### config.mk
export PLATFORM = sky130hd
export DESIGN_NAME = syn_run_control
export DESIGN_NICKNAME = d
export VERILOG_FILES = /design/src/rtl/syn_run_control_pkg.sv /design/src/rtl/syn_stat_counter.sv /design/src/rtl/syn_run_control.sv
export SDC_FILE = /design/constraint.sdc
export NUM_CORES = 1
export LEC_CHECK = 0
export ABC_CLOCK_PERIOD_IN_PS = 5570
export BUFFER_PORTS_ARGS = -buffer_cell sky130_fd_sc_hd__buf_2
export CAP_MARGIN = 20
export CORE_MARGIN = 10
export CORE_UTILIZATION = 45
export CTS_CLUSTER_DIAMETER = 100
export DETAILED_ROUTE_END_ITERATION = 16
export PLACE_DENSITY = 0.65
export SLEW_MARGIN = 10
export SYNTH_ARGS = -nofsm -noshare
export SYNTH_HDL_FRONTEND = slang
export SYNTH_SLANG_ARGS = --single-unit
### constraint.sdc
create_clock -name clk -period 5.57 [get_ports clk]
set_input_delay 1.114 -clock clk [delete_from_list [all_inputs] [get_ports clk]]
set_output_delay 1.114 -clock clk [all_outputs]
set_load 0.03 [all_outputs]
### src/rtl/syn_run_control_pkg.sv
// Shared definitions for the run-control sequencer: FSM encodings and
// counter-select codes.
package syn_run_control_pkg;

  localparam int unsigned RC_STATE_BIT = 2;
  localparam int unsigned STAT_NUM     = 4;

  typedef enum logic [RC_STATE_BIT-1:0] {
    RC_IDLE   = 2'd0,
    RC_RUN    = 2'd1,
    RC_STEP   = 2'd2,
    RC_HALTED = 2'd3
  } rc_state_e;

  localparam logic [1:0] STAT_SEL_CYCLES = 2'd0;
  localparam logic [1:0] STAT_SEL_JUMPS  = 2'd1;
  localparam logic [1:0] STAT_SEL_BRANCH = 2'd2;
  localparam logic [1:0] STAT_SEL_TAKEN  = 2'd3;

endpackage

### src/rtl/syn_stat_counter.sv
// Wrap-around event counter with synchronous clear taking priority over increment.
module syn_stat_counter #(
  parameter int unsigned CntBit = 32
) (
  input  logic              clk,
  input  logic              rst_n,
  input  logic              clr,
  input  logic              inc,
  output logic [CntBit-1:0] count
);

  always_ff @(posedge clk or negedge rst_n) begin
    if (!rst_n) begin
      count <= '0;
    end else if (clr) begin
      count <= '0;
    end else if (inc) begin
      count <= count + CntBit'(1);
    end
  end

endmodule

### src/rtl/syn_run_control.sv
// Run/step/stop/breakpoint sequencer gating the CPU enable, plus
// performance counters behind a registered select port.
module syn_run_control
  import syn_run_control_pkg::*;
#(
  parameter int unsigned CntBit = 32
) (
  input  logic                    clk,
  input  logic                    rst_n,
  input  logic                    go,
  input  logic                    step,
  input  logic                    stop,
  input  logic                    clr_stat,
  input  logic                    bp_en,
  input  logic [31:0]             bp_addr,
  input  logic [31:0]             pc_dbg,
  input  logic                    halt,
  input  logic                    jumped,
  input  logic                    is_branch,
  input  logic                    branched,
  input  logic [1:0]              stat_sel,
  output logic                    cpu_en,
  output logic [RC_STATE_BIT-1:0] state,
  output logic                    bp_hit_flag,
  output logic [CntBit-1:0]       stat_data
);

  rc_state_e          state_q, state_d;
  logic               skip_q, skip_d;
  logic               flag_d;
  logic               bp_hit_c;
  logic [STAT_NUM-1:0] inc_c;
  logic [CntBit-1:0]  cnt [STAT_NUM];

  // skip masks the breakpoint for the first instruction after a resume
  assign bp_hit_c = bp_en && (pc_dbg == bp_addr) && !skip_q;
  assign state    = state_q;

  always_comb begin
    cpu_en = 1'b0;
    case (state_q)
      RC_RUN:  cpu_en = !halt && !bp_hit_c;
      RC_STEP: cpu_en = !halt;
      default: cpu_en = 1'b0;
    endcase
  end

  always_comb begin
    state_d = state_q;
    skip_d  = skip_q && !cpu_en;
    flag_d  = bp_hit_flag;
    case (state_q)
      RC_IDLE: begin
        if (!stop && step) begin
          state_d = RC_STEP;
          skip_d  = 1'b1;
        end else if (!stop && go) begin
          state_d = RC_RUN;
          skip_d  = 1'b1;
          flag_d  = 1'b0;
        end
      end
      RC_RUN: begin
        if (halt) begin
          state_d = RC_HALTED;
        end else if (bp_hit_c) begin
          state_d = RC_IDLE;
          flag_d  = 1'b1;
        end else if (stop) begin
          state_d = RC_IDLE;
        end
      end
      RC_STEP: begin
        state_d = halt ? RC_HALTED : RC_IDLE;
      end
      default: state_d = RC_HALTED;
    endcase
  end

  always_ff @(posedge clk or negedge rst_n) begin
    if (!rst_n) begin
      state_q     <= RC_IDLE;
      skip_q      <= 1'b0;
      bp_hit_flag <= 1'b0;
    end else begin
      state_q     <= state_d;
      skip_q      <= skip_d;
      bp_hit_flag <= flag_d;
    end
  end

  // Counter order matches stat_sel: cycles, jumps, branches, taken branches
  assign inc_c = {branched, is_branch, jumped, 1'b1} & {STAT_NUM{cpu_en}};

  for (genvar i = 0; i < STAT_NUM; i++) begin : g_cnt
    syn_stat_counter #(.CntBit(CntBit)) u_cnt (
      .clk   (clk),
      .rst_n (rst_n),
      .clr   (clr_stat),
      .inc   (inc_c[i]),
      .count (cnt[i])
    );
  end

  always_ff @(posedge clk or negedge rst_n) begin
    if (!rst_n) begin
      stat_data <= '0;
    end else begin
      stat_data <= cnt[stat_sel];
    end
  end

endmodule

# Yosys cells after proc, flatten, opt, wreduce, memory -nomap -nowiden
# Index checks and enable logic that the tools add are counted.
# Widths: inputs -> output; s select.
[classes]
addsub = 4
bitwise = 2
n_reduce_logical = 19
n_eq_ne = 9
mux = 27
n_lt_le_gt_ge = 1
[op_table]
columns = ["op", "n"]
rows = [
  ["$mux 32", 10],
  ["$add 32x1->32 const B", 4],
  ["$bmux 32 s2", 1],
  ["$eq 32x32->1", 1],
  ["$mux 2", 6],
  ["$reduce_bool 2->1", 5],
  ["$ne 2x2->1 const B", 4],
  ["$mux 1", 7],
  ["$logic_and 1x1->1", 6],
  ["$pmux 2 s3", 1],
  ["$logic_not 1->1", 5],
  ["$reduce_and 5->1", 1],
  ["$and 4x4->4", 1],
  ["$ne 4x4->1 const B", 1],
  ["$pmux 1 s2", 2],
  ["$ge 3x3->1 const B", 1],
  ["$ne 3x3->1 const B", 1],
  ["$not 2->3", 1],
  ["$eq 2x1->1 const B", 1],
  ["$eq 2x2->1 const B", 1],
  ["$logic_not 2->1", 1],
  ["$reduce_and 2->1", 1],
]
[word_totals]
output_inout_bits = 36
ff_bits = 164
word_cells = 70

# Logic depth before layout (Yosys ltp)
# Gate-level depths: netlist of the first run.
[depth]
depth_word = 11
depth_mapped = 10
depth_no_buf = 8

# By module
# A second synthesis of the first run with hierarchy kept.
[unflattened]
cells_unflattened = 855
hier_area_um2 = 8974.9
[by_module_without_submodules]
columns = ["module", "instances", "seq_area_each_um2", "cells_per_inst", "area_per_inst_um2"]
rows = [
  ["syn_stat_counter", 4, 800.8, 176, 1680.4],
  ["syn_run_control", 1, 900.9, 151, 2253.4],
]

# Worst setup path after synthesis of the first run
# No wires, ideal clock.
[synth_path]
path_type = "in2out"
startpoint = "input port bp_addr[23]"
endpoint = "output port cpu_en"
t_arrival_ns = 2.487
setup_slack_ns = 1.969
stages = 8
cell_sequence = "xnor2_1 nand4_1 nor4_1 nand4_1 nand2_1 buf_6 clkbuf_8 inv_1"
[synth_between]
elab_chain_len = 6
[synth_lines]
columns = ["element", "line", "text"]
rows = [
  ["from (decl)", "syn_run_control.sv:15", "input logic [31:0] bp_addr,"],
  ["$eq 32x32->1", "syn_run_control.sv:36", "assign bp_hit_c = bp_en && (pc_dbg == bp_addr) && !skip_q;"],
  ["$logic_and 1x1->1 (2 in a row)", "syn_run_control.sv:36", ""],
  ["$logic_not 1->1", "syn_run_control.sv:42", "RC_RUN: cpu_en = !halt && !bp_hit_c;"],
  ["$logic_and 1x1->1", "syn_run_control.sv:42", ""],
  ["$pmux 1 s2", "syn_run_control.sv:41", "case (state_q)"],
  ["to (decl)", "syn_run_control.sv:22", "output logic cpu_en,"],
]
# No other way between the ends.

# Worst setup path in the final report of the first run
# Same ends and word-level chain as after synthesis.

==> out/qor.txt, run 1 <==
synth warn = 0
post-synth cell types = 60
WS Path Type = in2out
CTS Buffer Depth = 2
Synth Flop Type = dfrtp_1
vias in the first global route = 7,174
outcome = completed
Netlist Area Pre-Place = 9260 µm²
commonest non-fill, non-tap cell in the layout = dfrtp_1
Clk Latency, worst-skew pair = 440 ps
crit path max-delay cell type = nor4_1
TritonRoute pass-1 iters = 5
non-filler cells, final = 1,285
Syn Inst Count = 919
MaxCap Viol Count = 0
initial antenna violation count = 0
PortBufs = 112
ys async rst share = 1.00
ant diodes = 0
# clock sinks = 164
Least-Margin Pin Slew = 1030 ps
Sequential Area = 4100 µm²
total power = 2810 µW
gpl congestion = 0.855
commonest cells after routing, fill and taps aside = dfrtp_1 (164), nor2_1 (133), xnor2_1 (131), buf_2 (110), nand2_1 (50)
sequential fraction of the synthesis area = 0.443
Congestion Overflow GR = 0
final WL = 25.6 mm
IR drop worst, VDD = 0.209 mV
Layout Utilization = 0.522
Fin Clk Skew = 9.38 ps
Achievable Freq = 0.254 GHz
Worst Setup End Kind = output pin
die width = 163 µm
cell count after placement = 1,253
first-pass GRT wire length = 40.8 mm
WHS = 474 ps
CP Cell Sequence = buf_2 -> xnor2_1 -> nand4_1 -> nor4_1 -> nand4_1 -> nand2_1 -> inv_1 -> buf_2
Setup crit start kind = primary input
largest net degree at the start of global routing = 100
1st-iter DRT viols = 669
relative slew slack = 0.316
CP max FO = 5
Arr. time, crit path = 2820 ps
post-CTS sizing = 0
synthesis-stage register bit count = 164
area of the die = 26,700 µm²
post-DP HPWL = 17.9 mm
CTS tree = built
wire per inst = 19.9 µm
vias per inst = 5.86
area delta synth->final = 13.9%
Worst EP required = 4460 ps
clock-pin slew on the worst setup and hold paths = 60 ps
IO Pins = 113
Max Slew Vio Count = 0
vias = 7,532
Syn Nets = 1,004
Fill cells = 1,836
leakage power figure = 0.00422 µW
root buffer cell = clkbuf_16
Hold Crit Class = reg2reg
Final Net Count = 1,087
Initial Utilization = 0.458
RSZ-0062 raised after global routing = no
Setup Fix Bufs, Post-CTS = 0
H-tree depth = 4
syn_area_per_cell = 10.1 µm²
Post-synth EDFFs = 0
Tot GR Track Use = 0.193
multi-input logic area = 4850 µm²
CP max stage delay = 480 ps
Final Setup Violations = 0
die height = 163 µm
post-route antenna net violation count = 0
core area = 20,200 µm²
Hold Vio Cnt, Final = 0
crit path time final = 3940 ps
P per Cell Area = 267 nW/µm²
Inserted Clock Buffers = 17
drc violations = 0
Post-CTS Hold Buffers = 0
r2r setup slk = 2160 ps
fraction of layout cells with a size suffix above 1 = 0.207
Core Rows = 52
setup TNS = 0 ps
fin crit share = 0.707
-- critical path: cells and delay by family --
family,cells,cell delay (ps)
buf+inv,3,400
simple gates,4,1170
xor+xnor,1,140
-- where the power goes --
part,total [µW],switching (µW),internal [µW]
clock network,1160,491,670
logic,407,278,128
registers,1240,29.5,1210
total,2810,799,2010
-- path summary, 6_finish.rpt --
check                                            to   startpoint  cells after the start
setup / recovery                             cpu_en  bp_addr[23]                      8
hold reg to reg                              skip_q       skip_q                      2
min in group asynchronous   g_cnt[3].u_cnt.count[4]        rst_n                      1
hold / removal                               skip_q       skip_q                      2
max in group asynchronous   g_cnt[0].u_cnt.count[0]        rst_n                      2
setup reg to reg           g_cnt[2].u_cnt.count[31]     state[0]                      7
-- state kept, by name, summed over array words and instances (netlist names) --
register / flops
state: 2
skip_q: 1
g_cnt.u_cnt.count: 128
bp_hit_flag: 1
stat_data: 32
-- routing by layer --
layer | vias up | share of wire | wire length, µm | GRT usage
met4 | 0 | 0.018 | 455 | 0.0605
met5 | - | 0 | 0 | 0
met1 | 3752 | 0.44 | 11200 | 0.267
li1 | 3452 | - | - | -
met3 | 30 | 0.077 | 1980 | 0.0413
met2 | 298 | 0.47 | 12000 | 0.297
-- area by class of cell --
| cell class | count | area share |
|---|---|---|
| Multi-Input combinational cell | 685 | 0.459 |
| Inverter | 13 | 0.00462 |
| Tap cell | 270 | 0.0320 |
| Clock buffer | 20 | 0.0423 |
| Sequential cell | 164 | 0.389 |
| Timing Repair Buffer | 121 | 0.0604 |
| Clock inverter | 12 | 0.0126 |
-- Yosys cell counts (6+ instances only) --
library cell    n  area, µm²
nor4b_1         7       61.3
xnor2_1       131       1150
dfrtp_1       164       4100
clkbuf_1       35        131
nand2_1        50        188
nand3_1        45        225
a21oi_1        22        110
nor3_1         45        225
nand4_1        45        282
o31ai_1         6       45.0
and3_1         14       87.6
nor4_1         46        288
mux4_2         31        698
and4_1          9       78.8
o21ai_0         8       40.0
ha_1            8        100
nor2_1        133        499
inv_1          13       48.8
or4_1           6       45.0
nor2b_1         7       43.8
buf_2          12       60.1
-- cell families (layout without fill, tap and decap cells) --
logic type,after synthesis,after routing,synth area share
AO/OA/AOI/OAI,51,51,0.0354
flip-flops,164,164,0.443
adder cells (fa/ha/maj),8,8,0.0108
buffers and inverters,70,166,0.0342
AND/OR/NAND/NOR,454,454,0.264
XOR/XNOR,132,132,0.125
multiplexers,40,40,0.0877
-- through the flow --
stage                     worst slack, ps  instance area, µm²
after floorplan                      1970                9260
after global placement               1640                9970
after detailed placement             1600                9970
after CTS                            1600               10600
after global routing                 1380               10600
final                                1630               10600
Note: power is estimated with default switching activity, not from simulation.
==> inputs of run 2 (changes only) <==
--- a/config.mk
+++ b/config.mk
@@ -5,7 +5,7 @@
 export SDC_FILE = /design/constraint.sdc
 export NUM_CORES = 1
 export LEC_CHECK = 0
-export ABC_CLOCK_PERIOD_IN_PS = 5570
+export ABC_CLOCK_PERIOD_IN_PS = 3900
 export BUFFER_PORTS_ARGS = -buffer_cell sky130_fd_sc_hd__buf_2
 export CAP_MARGIN = 20
 export CORE_MARGIN = 10
==> constraint.sdc (replaced) <==
create_clock -name clk -period 3.9 [get_ports clk]
set_input_delay 0.78 -clock clk [delete_from_list [all_inputs] [get_ports clk]]
set_output_delay 0.78 -clock clk [all_outputs]
set_load 0.03 [all_outputs]
==> run 2 against run 1 <==
Sequential share of layout area shrank 0.45 points. Clock power grew 55%. Sequential power grew 43%. Largest cell class unchanged. Largest power group is now the clock network.
==> out/qor.txt, run 2 (synthesis results as in run 1) <==
outcome = completed
clock-pin slew on the worst setup and hold paths = 60 ps
WHS = 341 ps
Worst Setup EP = cpu_en
Max Slew Vio Count = 0
Sequential Area = 4100 µm²
total power = 4180 µW
core area = 20,200 µm²
fraction of layout cells with a size suffix above 1 = 0.212
Fin Clk Skew = 7.84 ps
Least-Margin Pin Slew = 886 ps
die height = 163 µm
final WL = 25.7 mm
gpl congestion = 0.861
commonest non-fill, non-tap cell in the layout = dfrtp_1
wire per inst = 19.9 µm
largest register by flop count = g_cnt.u_cnt.count
CP max FO = 5
Initial Utilization = 0.458
leakage power figure = 0.00429 µW
first-pass GRT wire length = 41.2 mm
Hold Vio Cnt, Final = 0
vias in the first global route = 7,293
1st-iter DRT viols = 749
max reg flops = 128
ant diodes = 0
root buffer cell = clkbuf_16
initial antenna violation count = 0
Worst Setup SP = bp_addr[19]
CP Cell Sequence = buf_2 -> xnor2_1 -> nand4_1 -> nor4_1 -> nand4_1 -> buf_4 -> nand2_1 -> inv_1 -> buf_2
r2r setup slk = 1180 ps
crit path time final = 3240 ps
fin crit share = 0.830
Tot GR Track Use = 0.195
area of the die = 26,700 µm²
post-place setup slack = 607 ps
area delta synth->final = 15.2%
Inserted Clock Buffers = 17
reg2reg end = g_cnt[2].u_cnt.count[31]
commonest cells after routing, fill and taps aside = dfrtp_1 (164), nor2_1 (133), xnor2_1 (131), buf_2 (110), nand2_1 (50)
WS Path Type = in2out
MaxCap Viol Count = 0
IR drop worst, VDD = 0.281 mV
drc violations = 0
Setup Fix Bufs, Post-CTS = 0
largest net degree at the start of global routing = 80
IO Pins = 113
Final Net Count = 1,094
CTS Buffer Depth = 2
Setup crit start kind = primary input
post-CTS sizing = 0
RSZ-0062 raised after global routing = no
Clk Latency, worst-skew pair = 440 ps
CP max stage delay = 530 ps
PortBufs = 112
Core Rows = 52
R2R cell count = 7
CTS tree = built
P per Cell Area = 391 nW/µm²
Achievable Freq = 0.309 GHz
H-tree depth = 4
setup TNS = 0 ps
RR Startpoint = state[0]
Fill cells = 1,814
Arr. time, crit path = 2460 ps
Worst EP required = 3120 ps
relative slew slack = 0.407
vias = 7,559
post-route antenna net violation count = 0
vias per inst = 5.86
Hold Crit Class = in2async
TritonRoute pass-1 iters = 5
Layout Utilization = 0.528
post-DP HPWL = 18.2 mm
final setup margin = 664 ps
multi-input logic area = 4850 µm²
Final Setup Violations = 0
Worst Setup End Kind = output pin
die width = 163 µm
Congestion Overflow GR = 0
crit path max-delay cell type = nor4_1
Post-CTS Hold Buffers = 0
# clock sinks = 164
==> run 2: cell count changes in the layout (fill, tap and decap cells not counted) <==
cell,previous run,this run
buf_4,10,15
clkinvlp_4,6,3
buf_12,0,2
bufinv_16,2,4
clkinv_2,2,0
clkinv_4,2,3
inv_6,0,1
==> run 2: area by class of cell <==
type / count / area share
Multi-Input combinational cell: 685 / 0.454
Inverter: 13 / 0.00457
Timing Repair Buffer: 128 / 0.0669
Sequential cell: 164 / 0.384
Clock buffer: 20 / 0.0418
Tap cell: 270 / 0.0316
Clock inverter: 11 / 0.0166
==> run 2: worst min-delay path by stage <==
stage,end,depth (start not counted)
after floorplan,skip_q,2
after global placement,skip_q,2
after detailed placement,skip_q,2
after CTS,g_cnt[2].u_cnt.count[7],1
after global routing,stat_data[4],1
final,g_cnt[2].u_cnt.count[7],1
==> run 2: where the power goes <==
part / switching [µW] / internal (µW)
registers: 37.7 / 1730
logic: 412 / 193
clock network: 710 / 1090
==> run 2: per-layer routing <==
metal,share of wire,track usage,vias to the layer above
met4,0.017,0.0577,0
met2,0.47,0.306,275
met5,0,0,-
met1,0.44,0.265,3765
met3,0.068,0.0408,37
li1,-,-,3482
==> run 2: worst max-delay path, delay by kind of cell <==
kind | cells | cell delay, ps
AND/OR/NAND/NOR | 4 | 890
buffers and inverters | 4 | 630
XOR/XNOR | 1 | 170
==> run 2: stage by stage <==
stage / std cells / area (µm²)
2_1_floorplan: 919 / 9260
3_3_place_gp: 1260 / 10100
3_5_place_dp: 1260 / 10100
4_1_cts: 1291 / 10700
5_1_grt: 1291 / 10700
6_report: 1291 / 10700
